**src/rtl/led_seq_pkg.sv**
```systemverilog
// Shared definitions for the LED sequencer: mode and state encodings,
// BREATHE duty table and the LED pattern generator.
package led_seq_pkg;

    localparam int STEP_W = 3;

    typedef enum logic [1:0] {
        MODE_OFF     = 2'b00,
        MODE_BLINK   = 2'b01,
        MODE_CHASE   = 2'b10,
        MODE_BREATHE = 2'b11
    } mode_e;

    typedef enum logic [1:0] {
        ST_IDLE = 2'b00,
        ST_ARM  = 2'b01,
        ST_RUN  = 2'b10
    } state_e;

    localparam logic [7:0] BREATHE_DUTY [8] = '{
        8'd0, 8'd64, 8'd128, 8'd192, 8'd255, 8'd192, 8'd128, 8'd64
    };

    // BREATHE compares the low count byte against the duty; 255 means fully on.
    function automatic logic [7:0] led_pattern(input mode_e mode,
                                               input logic [STEP_W-1:0] step,
                                               input logic [7:0] count_lo);
        logic [7:0] duty;
        logic [7:0] pat;
        duty = BREATHE_DUTY[step];
        pat  = 8'h00;
        case (mode)
            MODE_BLINK:   pat = step[0] ? 8'h00 : 8'hFF;
            MODE_CHASE:   pat = 8'h01 << step;
            MODE_BREATHE: pat = ((duty == 8'hFF) || (count_lo < duty)) ? 8'hFF : 8'h00;
            default:      pat = 8'h00;
        endcase
        return pat;
    endfunction

endpackage

```
**src/rtl/led_sequencer_step_tick_gen.sv**
```systemverilog
// Step timing against the upstream free-running count: anchor register,
// wrap-safe delta and single-tick resync when the count has jumped too far.
module step_tick_gen
    import led_seq_pkg::*;
(
    input  logic        clk,
    input  logic        rst,
    input  logic [15:0] current_count,
    input  logic [15:0] period,
    input  logic        load,
    input  logic        track,
    input  logic        cmp_en,
    output logic        tick_req
);

    logic [15:0] anchor_q, anchor_d;
    logic [15:0] eff_period;
    logic [15:0] delta;
    logic        over_one;
    logic        over_two;

    assign eff_period = (period == 16'd0) ? 16'd1 : period;
    assign delta      = current_count - anchor_q;
    // 17-bit compares so doubling the period can never overflow.
    assign over_one   = {1'b0, delta} >= {1'b0, eff_period};
    assign over_two   = {1'b0, delta} >= {eff_period, 1'b0};
    assign tick_req   = cmp_en & over_one;

    always_comb begin
        anchor_d = anchor_q;
        if (load || track) begin
            anchor_d = current_count;
        end else if (cmp_en && over_two) begin
            anchor_d = current_count;
        end else if (cmp_en && over_one) begin
            anchor_d = anchor_q + eff_period;
        end
    end

    always_ff @(posedge clk) begin
        if (rst) begin
            anchor_q <= 16'd0;
        end else begin
            anchor_q <= anchor_d;
        end
    end

endmodule

```
**src/rtl/led_sequencer.sv**
```systemverilog
// LED sequencer top: IDLE/ARM/RUN control, step counter and registered
// LED pattern driven from the step and the selected mode.
module led_sequencer
    import led_seq_pkg::*;
(
    input  logic        clk,
    input  logic        rst,
    input  logic [15:0] current_count,
    input  logic [15:0] period,
    input  logic [1:0]  mode,
    input  logic        enable,
    output logic [7:0]  leds,
    output logic        step_tick,
    output logic [2:0]  step
);

    state_e              state_q, state_d;
    mode_e               mode_in;
    mode_e               mode_prev_q;
    logic [STEP_W-1:0]   step_q, step_d;
    logic                step_tick_q, step_tick_d;
    logic [7:0]          leds_q, leds_d;
    logic                arm_load;
    logic                track;
    logic                cmp_en;
    logic                tick_req;

    assign mode_in = mode_e'(mode);

    step_tick_gen u_tick_gen (
        .clk           (clk),
        .rst           (rst),
        .current_count (current_count),
        .period        (period),
        .load          (arm_load),
        .track         (track),
        .cmp_en        (cmp_en),
        .tick_req      (tick_req)
    );

    always_ff @(posedge clk) begin
        if (rst) begin
            state_q     <= ST_IDLE;
            step_q      <= '0;
            step_tick_q <= 1'b0;
            leds_q      <= 8'h00;
            mode_prev_q <= MODE_OFF;
        end else begin
            state_q     <= state_d;
            step_q      <= step_d;
            step_tick_q <= step_tick_d;
            leds_q      <= leds_d;
            mode_prev_q <= mode_in;
        end
    end

    always_comb begin
        state_d = state_q;
        case (state_q)
            ST_IDLE: state_d = enable ? ST_ARM : ST_IDLE;
            ST_ARM:  state_d = enable ? ST_RUN : ST_IDLE;
            ST_RUN:  state_d = enable ? ST_RUN : ST_IDLE;
            default: state_d = ST_IDLE;
        endcase
    end

    always_comb begin
        step_d      = '0;
        step_tick_d = 1'b0;
        leds_d      = 8'h00;
        arm_load    = 1'b0;
        track       = 1'b0;
        cmp_en      = 1'b0;
        case (state_q)
            ST_ARM: arm_load = 1'b1;
            ST_RUN: begin
                if (enable) begin
                    step_d = step_q;
                    leds_d = led_pattern(mode_in, step_q, current_count[7:0]);
                    // A mode switch restarts the pattern but keeps the time anchor.
                    if (mode_in != mode_prev_q) begin
                        step_d = '0;
                    end else if (mode_in == MODE_OFF) begin
                        track = 1'b1;
                    end else begin
                        cmp_en = 1'b1;
                        if (tick_req) begin
                            step_tick_d = 1'b1;
                            step_d      = step_q + 3'd1;
                        end
                    end
                end
            end
            default: ;
        endcase
    end

    assign leds      = leds_q;
    assign step_tick = step_tick_q;
    assign step      = step_q;

endmodule

```
**config.mk**
```make
export PLATFORM = sky130hd
export DESIGN_NAME = led_sequencer
export DESIGN_NICKNAME = d
export VERILOG_FILES = /design/src/rtl/led_seq_pkg.sv /design/src/rtl/led_sequencer_step_tick_gen.sv /design/src/rtl/led_sequencer.sv
export SDC_FILE = /design/constraint.sdc
export NUM_CORES = 1
export LEC_CHECK = 0
export BUFFER_PORTS_ARGS = -buffer_cell sky130_fd_sc_hd__buf_2
export CAP_MARGIN = 20
export CORE_MARGIN = 1
export CORE_UTILIZATION = 60
export CTS_CLUSTER_DIAMETER = 200
export DETAILED_ROUTE_END_ITERATION = 10
export HOLD_SLACK_MARGIN = 0.05
export PLACE_DENSITY = 0.82
export RECOVER_POWER = 50
export REMOVE_ABC_BUFFERS = 1
export SLEW_MARGIN = 5
export SYNTH_ARGS = -nofsm -noshare
export SYNTH_HDL_FRONTEND = slang
export SYNTH_HIERARCHICAL = 1
export SYNTH_SLANG_ARGS = --single-unit
```
**constraint.sdc**
```tcl
create_clock -name clk -period 7.2 [get_ports clk]
set_clock_uncertainty 0.15 [all_clocks]
set_input_delay 1.44 -clock clk [delete_from_list [all_inputs] [get_ports clk]]
set_output_delay 1.44 -clock clk [all_outputs]
set_load 0.03 [all_outputs]
```
==> impl_metrics.json, run 1 <==
{
  "crit_type": "in2reg",
  "ys_types": 62,
  "antenna_left": 0,
  "fp.dieH_um": 82.8,
  "syn_inst": 505,
  "period_share": 0.795,
  "ys_top_cells_by_area": "ha_1, dfxtp_1, nor2_1, xnor2_1, inv_1",
  "initial_core_util": 0.621,
  "yosys_warnings": 6,
  "grt_pass1_vias": 3770,
  "drcViolationCount": 0,
  "path_buf_inv": 4,
  "setup_tns_ns": 0,
  "whs_ns": 0.357,
  "crit_path_end_kind": "flop",
  "wl_per_cell_um": 15.9,
  "core_area_sq_mm": 0.00631,
  "dieArea_sq_mm": 0.00686,
  "cts_hold_buffers": 0,
  "crit_arrival_ns": 5.76,
  "finalCriticalPeriod_ns": 5.73,
  "synthFlopType": "dfxtp_1",
  "cts_root_buffer": "clkbuf_8",
  "grt_pass1_wl_um": 16600,
  "postSynthAreaPerCell_sq_um": 7.76,
  "critical-path-max-stage-delay_ns": 0.42,
  "cts_sinks": 32,
  "synth.most_common_cell": "ha_1",
  "antenna_found_initial": 0,
  "powerDensity_mw_per_mm2": 156,
  "ys_top_cells_by_count": "ha_1, nor2_1, inv_1",
  "synth_top_area_cell": "ha_1",
  "drive_above_1_share": 0.106,
  "drt_iter0_markers": 298,
  "hp-class": "reg2reg",
  "routed_wl_um": 9770,
  "grt_use_total": 0.290,
  "crit_path_cell_trace": "buf_2 > inv_1 > ha_1 > fa_1 > nor2b_1 > o21ai_0 > a21boi_0 > o211ai_1 > a31oi_1 > a21o_1 > a21oi_1 > xnor2_1 > ha_1 > nand4_1 > or3_1 > o31a_1 > buf_4 > inv_2 > o41ai_1 > xor2_1 > a211oi_1",
  "insertion_delay_ns": 0.28,
  "critPathRequiredTime_ns": 7.24,
  "instances_no_fill": 615,
  "syn-cell-area_sq_mm": 0.00392,
  "firstDrtPassIters": 7,
  "fillCellCount": 570,
  "h-tree-depth": 2,
  "yosysSeqAreaShare": 0.163,
  "syn2layout_area_growth_pct": 8.68,
  "io_buffers": 48,
  "cts_made_buffers": 5,
  "grt_max_degree": 32,
  "ctsResizeCount": 0,
  "vias_per_cell": 6.17,
  "rsz0062_at_grt": "false",
  "async_flop_share": 0,
  "cap_violations": 0,
  "p_leak_uw": 0.00191,
  "synth-edff-count": 0,
  "routabilityCongestion": 0.901,
  "critPathTopFamily": "compound AO/OA/AOI/OAI gates",
  "status": "completed",
  "cp_slowest_cell": "fa_1",
  "finalHoldViolCount": 0,
  "cts_setup_buffers": 0,
  "die_w_um": 82.8,
  "grt_overflow_total": 0,
  "via_count": 3797,
  "clk_path_buf_depth": 2,
  "final-setup-viol-count": 0,
  "finalPower_uw": 662,
  "finalMaxSlewViolations": 0,
  "start_kind": "primary input",
  "cts_tree": "done",
  "final_nets": 653,
  "synth_top_area_share": 0.246,
  "worst_pin_slew_ns": 1.03,
  "crit_top_cell": "ha_1",
  "placed_cells": 607,
  "clk_pin_slew_ns": 0.07,
  "diodes": 0,
  "rows": 29,
  "pin_count": 49,
  "path_max_fanout": 16,
  "fmaxAchievable_mhz": 175,
  "ir_drop_mv": 0.106,
  "ys_ff_latch": 32,
  "slew_headroom": 0.313,
  "dp_hpwl_um": 7790
}
==> path summary, 6_finish.rpt <==
kind / startpoint / to / slack [ns] / cells after the start
min reg2reg: u_tick_gen/anchor_q[11]$_SDFFE_PP0P_ / u_tick_gen/anchor_q[11]$_SDFFE_PP0P_ / 0.36 / 2
max: current_count[0] / u_tick_gen/anchor_q[15]$_SDFFE_PP0P_ / 1.47 / 21
min: u_tick_gen/anchor_q[11]$_SDFFE_PP0P_ / u_tick_gen/anchor_q[11]$_SDFFE_PP0P_ / 0.36 / 2
max reg2reg: u_tick_gen/anchor_q[1]$_SDFFE_PP0P_ / u_tick_gen/anchor_q[15]$_SDFFE_PP0P_ / 2.29 / 19
==> per-stage QoR <==
stage | cell area [sq um] | worst slack, ns | util
2_1_floorplan | 3820 | 1.69 | -
6_report | 4260 | 1.47 | 0.675
3_5_place_dp | 4170 | 1.26 | 0.660
3_3_place_gp | 4170 | 1.37 | 0.660
4_1_cts | 4280 | 1.51 | 0.677
5_1_grt | 4260 | 1.15 | 0.675
==> flip-flops by register name, summed over array words and instances (netlist names) <==
register and cells:
leds 8, mode_prev_q 2, state_q 2, step 3, step_tick 1, u_tick_gen/anchor_q 16
==> cell families after synthesis <==
group,after synthesis,synth area share
buffers and inverters,70,0.0693
AOI/OAI and AO/OA,128,0.236
xor gates and xnor gates,27,0.0603
and+or+nand+nor,165,0.205
DFF,32,0.163
adders and majority gates,79,0.256
muxes,4,0.0102
==> final cells by class <==
type / count / area, sq um / area share
clock buffers: 6 / 72.6 / 0.0170
flip-flops and latches: 32 / 641 / 0.150
well taps: 77 / 96.3 / 0.0226
clock inverters: 2 / 35.0 / 0.00822
repair buffers: 50 / 239 / 0.0561
multi-input cells: 403 / 3010 / 0.706
inverters: 45 / 169 / 0.0396
==> layout by cell type (no fill, tap or decap), drive strengths merged, types with 6 or more instances in the layout <==
master  synthesis  final
nor2           51     51
nand3          19     19
a211oi         13     13
o21ai          18     18
or3             6      6
a21oi          29     29
buf             4     37
ha             77     77
a21o           11     11
o21a            9      9
dfxtp          32     32
nand2          40     40
nand4           7      7
a311oi         15     15
nor3           12     12
xnor2          21     21
xor2            6      6
inv            44     44
clkbuf         21     19
nor2b           6      6
==> tightest hold or removal path, cell delays in order (launching register included) <==
cell and delay (ns):
dfxtp_1 0.33, nand2_1 0.06, a311oi_1 0.08
==> layer usage <==
| metal | vias up | GRT usage | part of all wire |
|---|---|---|---|
| li1 | 1874 | - | - |
| met1 | 1778 | 0.350 | 0.44 |
| met2 | 125 | 0.516 | 0.48 |
| met3 | 20 | 0.0477 | 0.052 |
| met4 | 0 | 0.107 | 0.024 |
| met5 | - | 0 | 0 |
==> power by group <==
| part | switching [uW] | total, uW | internal [uW] |
|---|---|---|---|
| clock network | 70.0 | 173 | 103 |
| logic | 166 | 298 | 132 |
| registers | 6.86 | 192 | 185 |
| total | 243 | 662 | 420 |
Power figures use the tool's default switching activity.
==> inputs of run 2 (changes only) <==
--- a/config.mk
+++ b/config.mk
@@ -8,11 +8,11 @@
 export BUFFER_PORTS_ARGS = -buffer_cell sky130_fd_sc_hd__buf_2
 export CAP_MARGIN = 20
 export CORE_MARGIN = 1
-export CORE_UTILIZATION = 60
+export CORE_UTILIZATION = 54
 export CTS_CLUSTER_DIAMETER = 200
 export DETAILED_ROUTE_END_ITERATION = 10
 export HOLD_SLACK_MARGIN = 0.05
-export PLACE_DENSITY = 0.82
+export PLACE_DENSITY = 0.78
 export RECOVER_POWER = 50
 export REMOVE_ABC_BUFFERS = 1
 export SLEW_MARGIN = 5
==> constraint.sdc (replaced) <==
create_clock -name clk -period 4.8 [get_ports clk]
set_clock_uncertainty 0.15 [all_clocks]
set_input_delay 0.96 -clock clk [delete_from_list [all_inputs] [get_ports clk]]
set_output_delay 0.96 -clock clk [all_outputs]
set_load 0.03 [all_outputs]
==> run 2 against run 1 <==
Net effect:
- design area grew 7.3%
- total power is 48% higher
- cell count up 7.6%
- utilization down 1.3 points
- clock power up 14%
- register-to-register slack worse by 2.1 ns
- sequential power grew 51%
- sequential share of layout area shrank 1.0 points
- first-iteration DRC count is 33% lower
- critical path type unchanged
- highest routed layer unchanged
==> impl_metrics.json, run 2 (synthesized netlist as in run 1, its figures left out) <==
{
  "status": "completed",
  "grt_overflow_total": 0,
  "critPathRequiredTime_ns": 4.85,
  "diodes": 0,
  "dieArea_sq_mm": 0.00760,
  "h-tree-depth": 2,
  "rows": 30,
  "dp_hpwl_um": 7920,
  "slew_headroom": 0.604,
  "vias_per_cell": 5.78,
  "finalHoldViolCount": 0,
  "cts_root_buffer": "clkbuf_8",
  "clk_path_buf_depth": 2,
  "start_kind": "primary input",
  "die_w_um": 87.2,
  "final_cell_mix": "ha_1, nor2_1, buf_2",
  "instances_no_fill": 662,
  "pin_count": 49,
  "crit_arrival_ns": 4.79,
  "routed_wl_um": 9850,
  "path_max_fanout": 5,
  "drcViolationCount": 0,
  "antenna_left": 0,
  "finalMaxSlewViolations": 0,
  "fillCellCount": 642,
  "cts_sinks": 32,
  "crit_path_end_kind": "flop",
  "placed_cells": 653,
  "clk_pin_slew_ns": 0.07,
  "syn2layout_area_growth_pct": 16.6,
  "powerDensity_mw_per_mm2": 215,
  "largest_register": "u_tick_gen/anchor_q",
  "crit_type": "in2reg",
  "p_leak_uw": 0.00211,
  "antenna_found_initial": 0,
  "fmaxAchievable_mhz": 211,
  "cts_made_buffers": 5,
  "wl_met3_um": 426,
  "routabilityCongestion": 0.917,
  "dpl_worst_slack_ns": -0.229,
  "hold_depth": 2,
  "drt_iter0_markers": 201,
  "wl_per_cell_um": 14.9,
  "drive_above_1_share": 0.186,
  "firstDrtPassIters": 4,
  "final_common_cell": "ha_1",
  "worst_pin_slew_ns": 0.591,
  "initial_core_util": 0.568,
  "io_buffers": 48,
  "via_count": 3829,
  "final_nets": 682,
  "core_area_sq_mm": 0.00691,
  "insertion_delay_ns": 0.28,
  "cap_violations": 0,
  "hp-class": "reg2reg",
  "finalPower_uw": 981,
  "largest_reg_flops": 16,
  "final-setup-viol-count": 0,
  "cts_tree": "done",
  "top_layer": "met4",
  "reg2regPathDepth": 18,
  "period_share": 0.989,
  "grt_max_degree": 27,
  "rsz0062_at_grt": "true",
  "setup_slack_ns": 0.0544,
  "wl_met1_um": 4490,
  "grt_use_total": 0.269,
  "finalCriticalPeriod_ns": 4.75,
  "ir_drop_mv": 0.117,
  "grt_pass1_vias": 3678,
  "fp.dieH_um": 87.2,
  "dr_wl_met2_um": 4770,
  "grt_pass1_wl_um": 16400
}
## run 2: final cells by class
| class | instances | area [sq um] | share of cell area |
|---|---|---|---|
| clock buffers | 6 | 72.6 | 0.0159 |
| inverters | 45 | 169 | 0.0370 |
| flip-flops and latches | 32 | 641 | 0.140 |
| multi-input cells | 403 | 3060 | 0.670 |
| well taps | 96 | 120 | 0.0263 |
| repair buffers | 79 | 499 | 0.109 |
| clock inverters | 1 | 5.00 | 0.00110 |
## run 2: layer usage
layer / vias to the layer above / GRT usage
li1: 1934 / -
met1: 1791 / 0.328
met2: 89 / 0.487
met3: 15 / 0.0464
met4: 0 / 0.0686
met5: - / 0
## run 2: worst max-delay path, cell delays in order
cell and delay (ns):
buf_6 0.10, ha_4 0.20, nor2b_4 0.12, o31a_1 0.30, o31a_1 0.33, o311a_1 0.32
o21a_1 0.21, o21a_1 0.21, o41ai_2 0.31, xnor2_1 0.15, ha_1 0.31, o21ai_2 0.06
or3_1 0.31, o31a_1 0.32, inv_2 0.12, o41ai_1 0.11, xor2_1 0.16, a211oi_1 0.21
## run 2: metrics by stage
step / instance area (sq um) / utilization / hold WS (ns) / TNS [ns]
after CTS: 4490 / 0.649 / 0.355 / 0
after floorplan: 3820 / - / 0.317 / -0.796
after global routing: 4570 / 0.662 / 0.376 / -2.74
after detailed placement: 4410 / 0.638 / 0.343 / -3.55
after global placement: 4410 / 0.638 / 0.336 / -1.96
final: 4570 / 0.662 / 0.356 / 0
## run 2: path summary, 6_finish.rpt
path                                             start                                    to  slack [ns]
setup reg to reg   u_tick_gen/anchor_q[1]$_SDFFE_PP0P_  u_tick_gen/anchor_q[15]$_SDFFE_PP0P_        0.22
hold reg to reg   u_tick_gen/anchor_q[12]$_SDFFE_PP0P_  u_tick_gen/anchor_q[12]$_SDFFE_PP0P_        0.36
hold / removal    u_tick_gen/anchor_q[12]$_SDFFE_PP0P_  u_tick_gen/anchor_q[12]$_SDFFE_PP0P_        0.36
setup / recovery                      current_count[1]  u_tick_gen/anchor_q[15]$_SDFFE_PP0P_        0.05
## run 2: timing repair
| item | CTS | global route |
|---|---|---|
| hold buffers | 0 | 0 |
| setup endpoints to repair | 0 | 20 |
| gates resized for setup | 0 | 15 |
| endpoints found under the hold margin | 0 | 0 |
| setup buffers | 0 | 2 |
## run 2: power by group
group          total, uW  switching [uW]  internal [uW]
combinational        495             261            234
clock                198            98.9           98.6
sequential           289            11.0            278
==> inputs of run 3 (changes only) <==
--- a/config.mk
+++ b/config.mk
@@ -18,5 +18,4 @@
 export SLEW_MARGIN = 5
 export SYNTH_ARGS = -nofsm -noshare
 export SYNTH_HDL_FRONTEND = slang
-export SYNTH_HIERARCHICAL = 1
 export SYNTH_SLANG_ARGS = --single-unit
==> run 3 against run 2 <==
Net effect:
- via count is 8.8% lower
- area after synthesis is 2.3% lower
- global-route usage is 0.52 points lower
- worst hold slack hardly changed
- count of clock-buffer cells in the layout is 1 lower
- highest routed layer unchanged
- total power is 12% higher
- sequential power is 2% higher
- register-to-register slack better by 0.29 ns
- routed wire length is 4.6% lower
- sequential share of layout area is 0.84 points higher
- cell count is 6.8% lower
==> impl_metrics.json, run 3 <==
{
  "status": "completed",
  "synth_top_area_cell": "ha_1",
  "synth_top_area_share": 0.258,
  "hp-class": "reg2reg",
  "routabilityCongestion": 0.882,
  "finalMaxSlewViolations": 0,
  "dieArea_sq_mm": 0.00743,
  "grtUsageMet3": 0.0410,
  "crit_path_end_kind": "flop",
  "final_nets": 638,
  "routed_wl_um": 9400,
  "clk_pin_slew_ns": 0.08,
  "yosysSeqAreaShare": 0.167,
  "p_leak_uw": 0.00204,
  "syn-cell-area_sq_mm": 0.00383,
  "start_kind": "primary input",
  "syn_inst": 479,
  "diodes": 0,
  "final-setup-viol-count": 0,
  "ff2ff_setup_slack_ns": 0.51,
  "insertion_delay_ns": 0.30,
  "synth.most_common_cell": "ha_1",
  "grt_max_degree": 25,
  "synth-edff-count": 0,
  "grt_pass1_wl_um": 15500,
  "synth_top_family_by_area": "adder cells",
  "drive_above_1_share": 0.140,
  "drcViolationCount": 0,
  "cap_violations": 0,
  "async_flop_share": 0,
  "crit_type": "in2reg",
  "slew_headroom": 0.413,
  "whs_ns": 0.356,
  "cts_root_buffer": "clkbuf_8",
  "grt_overflow_total": 0,
  "initial_core_util": 0.560,
  "syn2layout_area_growth_pct": 12.6,
  "setup_slack_ns": 0.214,
  "die_w_um": 86.2,
  "largest_register": "u_tick_gen.anchor_q",
  "cts_sinks": 32,
  "grtUsageMet1": 0.323,
  "min_to": "u_tick_gen.anchor_q[14]$_SDFFE_PP0P_",
  "synth-xor-area-share": 0.0618,
  "largest_reg_flops": 16,
  "ys_top_cells_by_count": "ha_1, inv_1, a21oi_1, nand2_1",
  "postSynthAreaPerCell_sq_um": 7.99,
  "wl_per_cell_um": 15.2,
  "dp_hpwl_um": 7550,
  "synth-simple-area-share": 0.173,
  "cts_made_buffers": 5,
  "crit_arrival_ns": 4.66,
  "finalPower_uw": 1100,
  "muxShareOfSynthArea": 0.0340,
  "clk_path_buf_depth": 2,
  "ys_top_cells_by_area": "ha_1, dfxtp_1, xnor2_1, a21oi_1, inv_1",
  "path_max_fanout": 12,
  "dpl_cell_area_sq_mm": 0.00418,
  "period_share": 0.955,
  "grt-busiest-layer": "met2",
  "final_common_cell": "ha_1",
  "yosys_warnings": 0,
  "setup_tns_ns": 0,
  "holdCritStartpoint": "u_tick_gen.anchor_q[14]$_SDFFE_PP0P_",
  "worst_pin_slew_ns": 0.872,
  "pin_count": 49,
  "critPathRequiredTime_ns": 4.88,
  "final_cell_mix": "ha_1, inv_1, buf_2",
  "ir_drop_mv": 0.183,
  "grt_pass1_vias": 3426,
  "finalCriticalPeriod_ns": 4.59,
  "core_area_sq_mm": 0.00683,
  "finalHoldViolCount": 0,
  "ys_types": 51,
  "fp.dieH_um": 86.2,
  "firstDrtPassIters": 4,
  "drt_iter0_markers": 175,
  "cts_tree": "done",
  "antenna_left": 0,
  "via_count": 3491,
  "antenna_found_initial": 0,
  "cts_hold_buffers": 0,
  "io_buffers": 48,
  "synthFlopType": "dfxtp_1",
  "timing.rr.start": "u_tick_gen.anchor_q[1]$_SDFFE_PP0P_",
  "r2r_end": "u_tick_gen.anchor_q[1]$_SDFFE_PP0P_",
  "hold_depth": 2,
  "ys_ff_latch": 32,
  "h-tree-depth": 2,
  "synth_fa_ha_area_frac": 0.269,
  "powerDensity_mw_per_mm2": 255,
  "dpl_worst_slack_ns": -0.257,
  "final_cell_area_sq_mm": 0.00431,
  "synth_compound_area_frac": 0.231,
  "vias_per_cell": 5.66,
  "reg2regPathDepth": 19,
  "rsz0062_at_grt": "false",
  "rows": 30,
  "grt_use_total": 0.264,
  "fmaxAchievable_mhz": 218,
  "met2_usage": 0.471
}
[run 3: routing by layer]
metal	routed length, um	part of all wire
met1	4230	0.45
met2	4640	0.49
met3	366	0.039
met4	168	0.018
met5	0	0
[run 3: repair_timing]
item | in CTS | in global routing
resized for setup | 0 | 5
buffers inserted | 0 | 1
setup endpoints to repair | 0 | 18
[run 3: cell type report]
class                      count  area, sq um
timing repair buffer          57          305
clock inverter                 3         42.5
tap                           96          120
fill                         640         2520
clock buffer                   5         68.8
multi-input combinational    382         2980
inverter                      42          158
sequential                    32          641
[run 3: worst max-delay path by stage]
| stage | startpoint | endpoint | slack (ns) | cells after the start |
|---|---|---|---|---|
| final | current_count[1] | u_tick_gen.anchor_q[1]$_SDFFE_PP0P_ | 0.21 | 19 |
| after global routing | current_count[1] | u_tick_gen.anchor_q[5]$_SDFFE_PP0P_ | 0.01 | 18 |
| after CTS | current_count[0] | u_tick_gen.anchor_q[1]$_SDFFE_PP0P_ | 0.05 | 20 |
| after detailed placement | current_count[0] | u_tick_gen.anchor_q[0]$_SDFFE_PP0P_ | -0.26 | 19 |
| after global placement | current_count[0] | u_tick_gen.anchor_q[3]$_SDFFE_PP0P_ | -0.08 | 19 |
| after floorplan | current_count[2] | step[2]$_SDFFE_PP0P_ | -0.75 | 15 |
[run 3: cell families after synthesis]
group | after synthesis
compound gates | 125
fa+ha+maj | 81
flops | 32
mux | 13
simple gates | 136
buf+inv | 65
xor+xnor | 27
[run 3: critical path, stage by stage]
cell	delay, ns
buf_2	0.12
ha_1	0.29
nor2b_1	0.15
o211ai_1	0.21
nand3_1	0.15
a31oi_1	0.24
a21oi_1	0.19
a211o_1	0.29
a21oi_1	0.17
xnor2_1	0.18
ha_1	0.29
nand4_1	0.16
a21oi_2	0.05
o31a_1	0.31
a31oi_4	0.24
buf_4	0.27
mux2i_1	0.21
mux2i_1	0.10
nor2_1	0.09
[run 3: metrics by stage]
step / cells / utilization
2_1_floorplan: 456 / -
3_3_place_gp: 608 / 0.612
3_5_place_dp: 608 / 0.612
4_1_cts: 616 / 0.629
5_1_grt: 617 / 0.631
6_report: 617 / 0.631
[run 3: where the power goes]
group	total [uW]	internal, uW	leakage (uW)	switching, uW
Sequential	295	281	0.000260	14.1
Clock	271	154	0.0000541	117
Combinational	535	239	0.00173	296
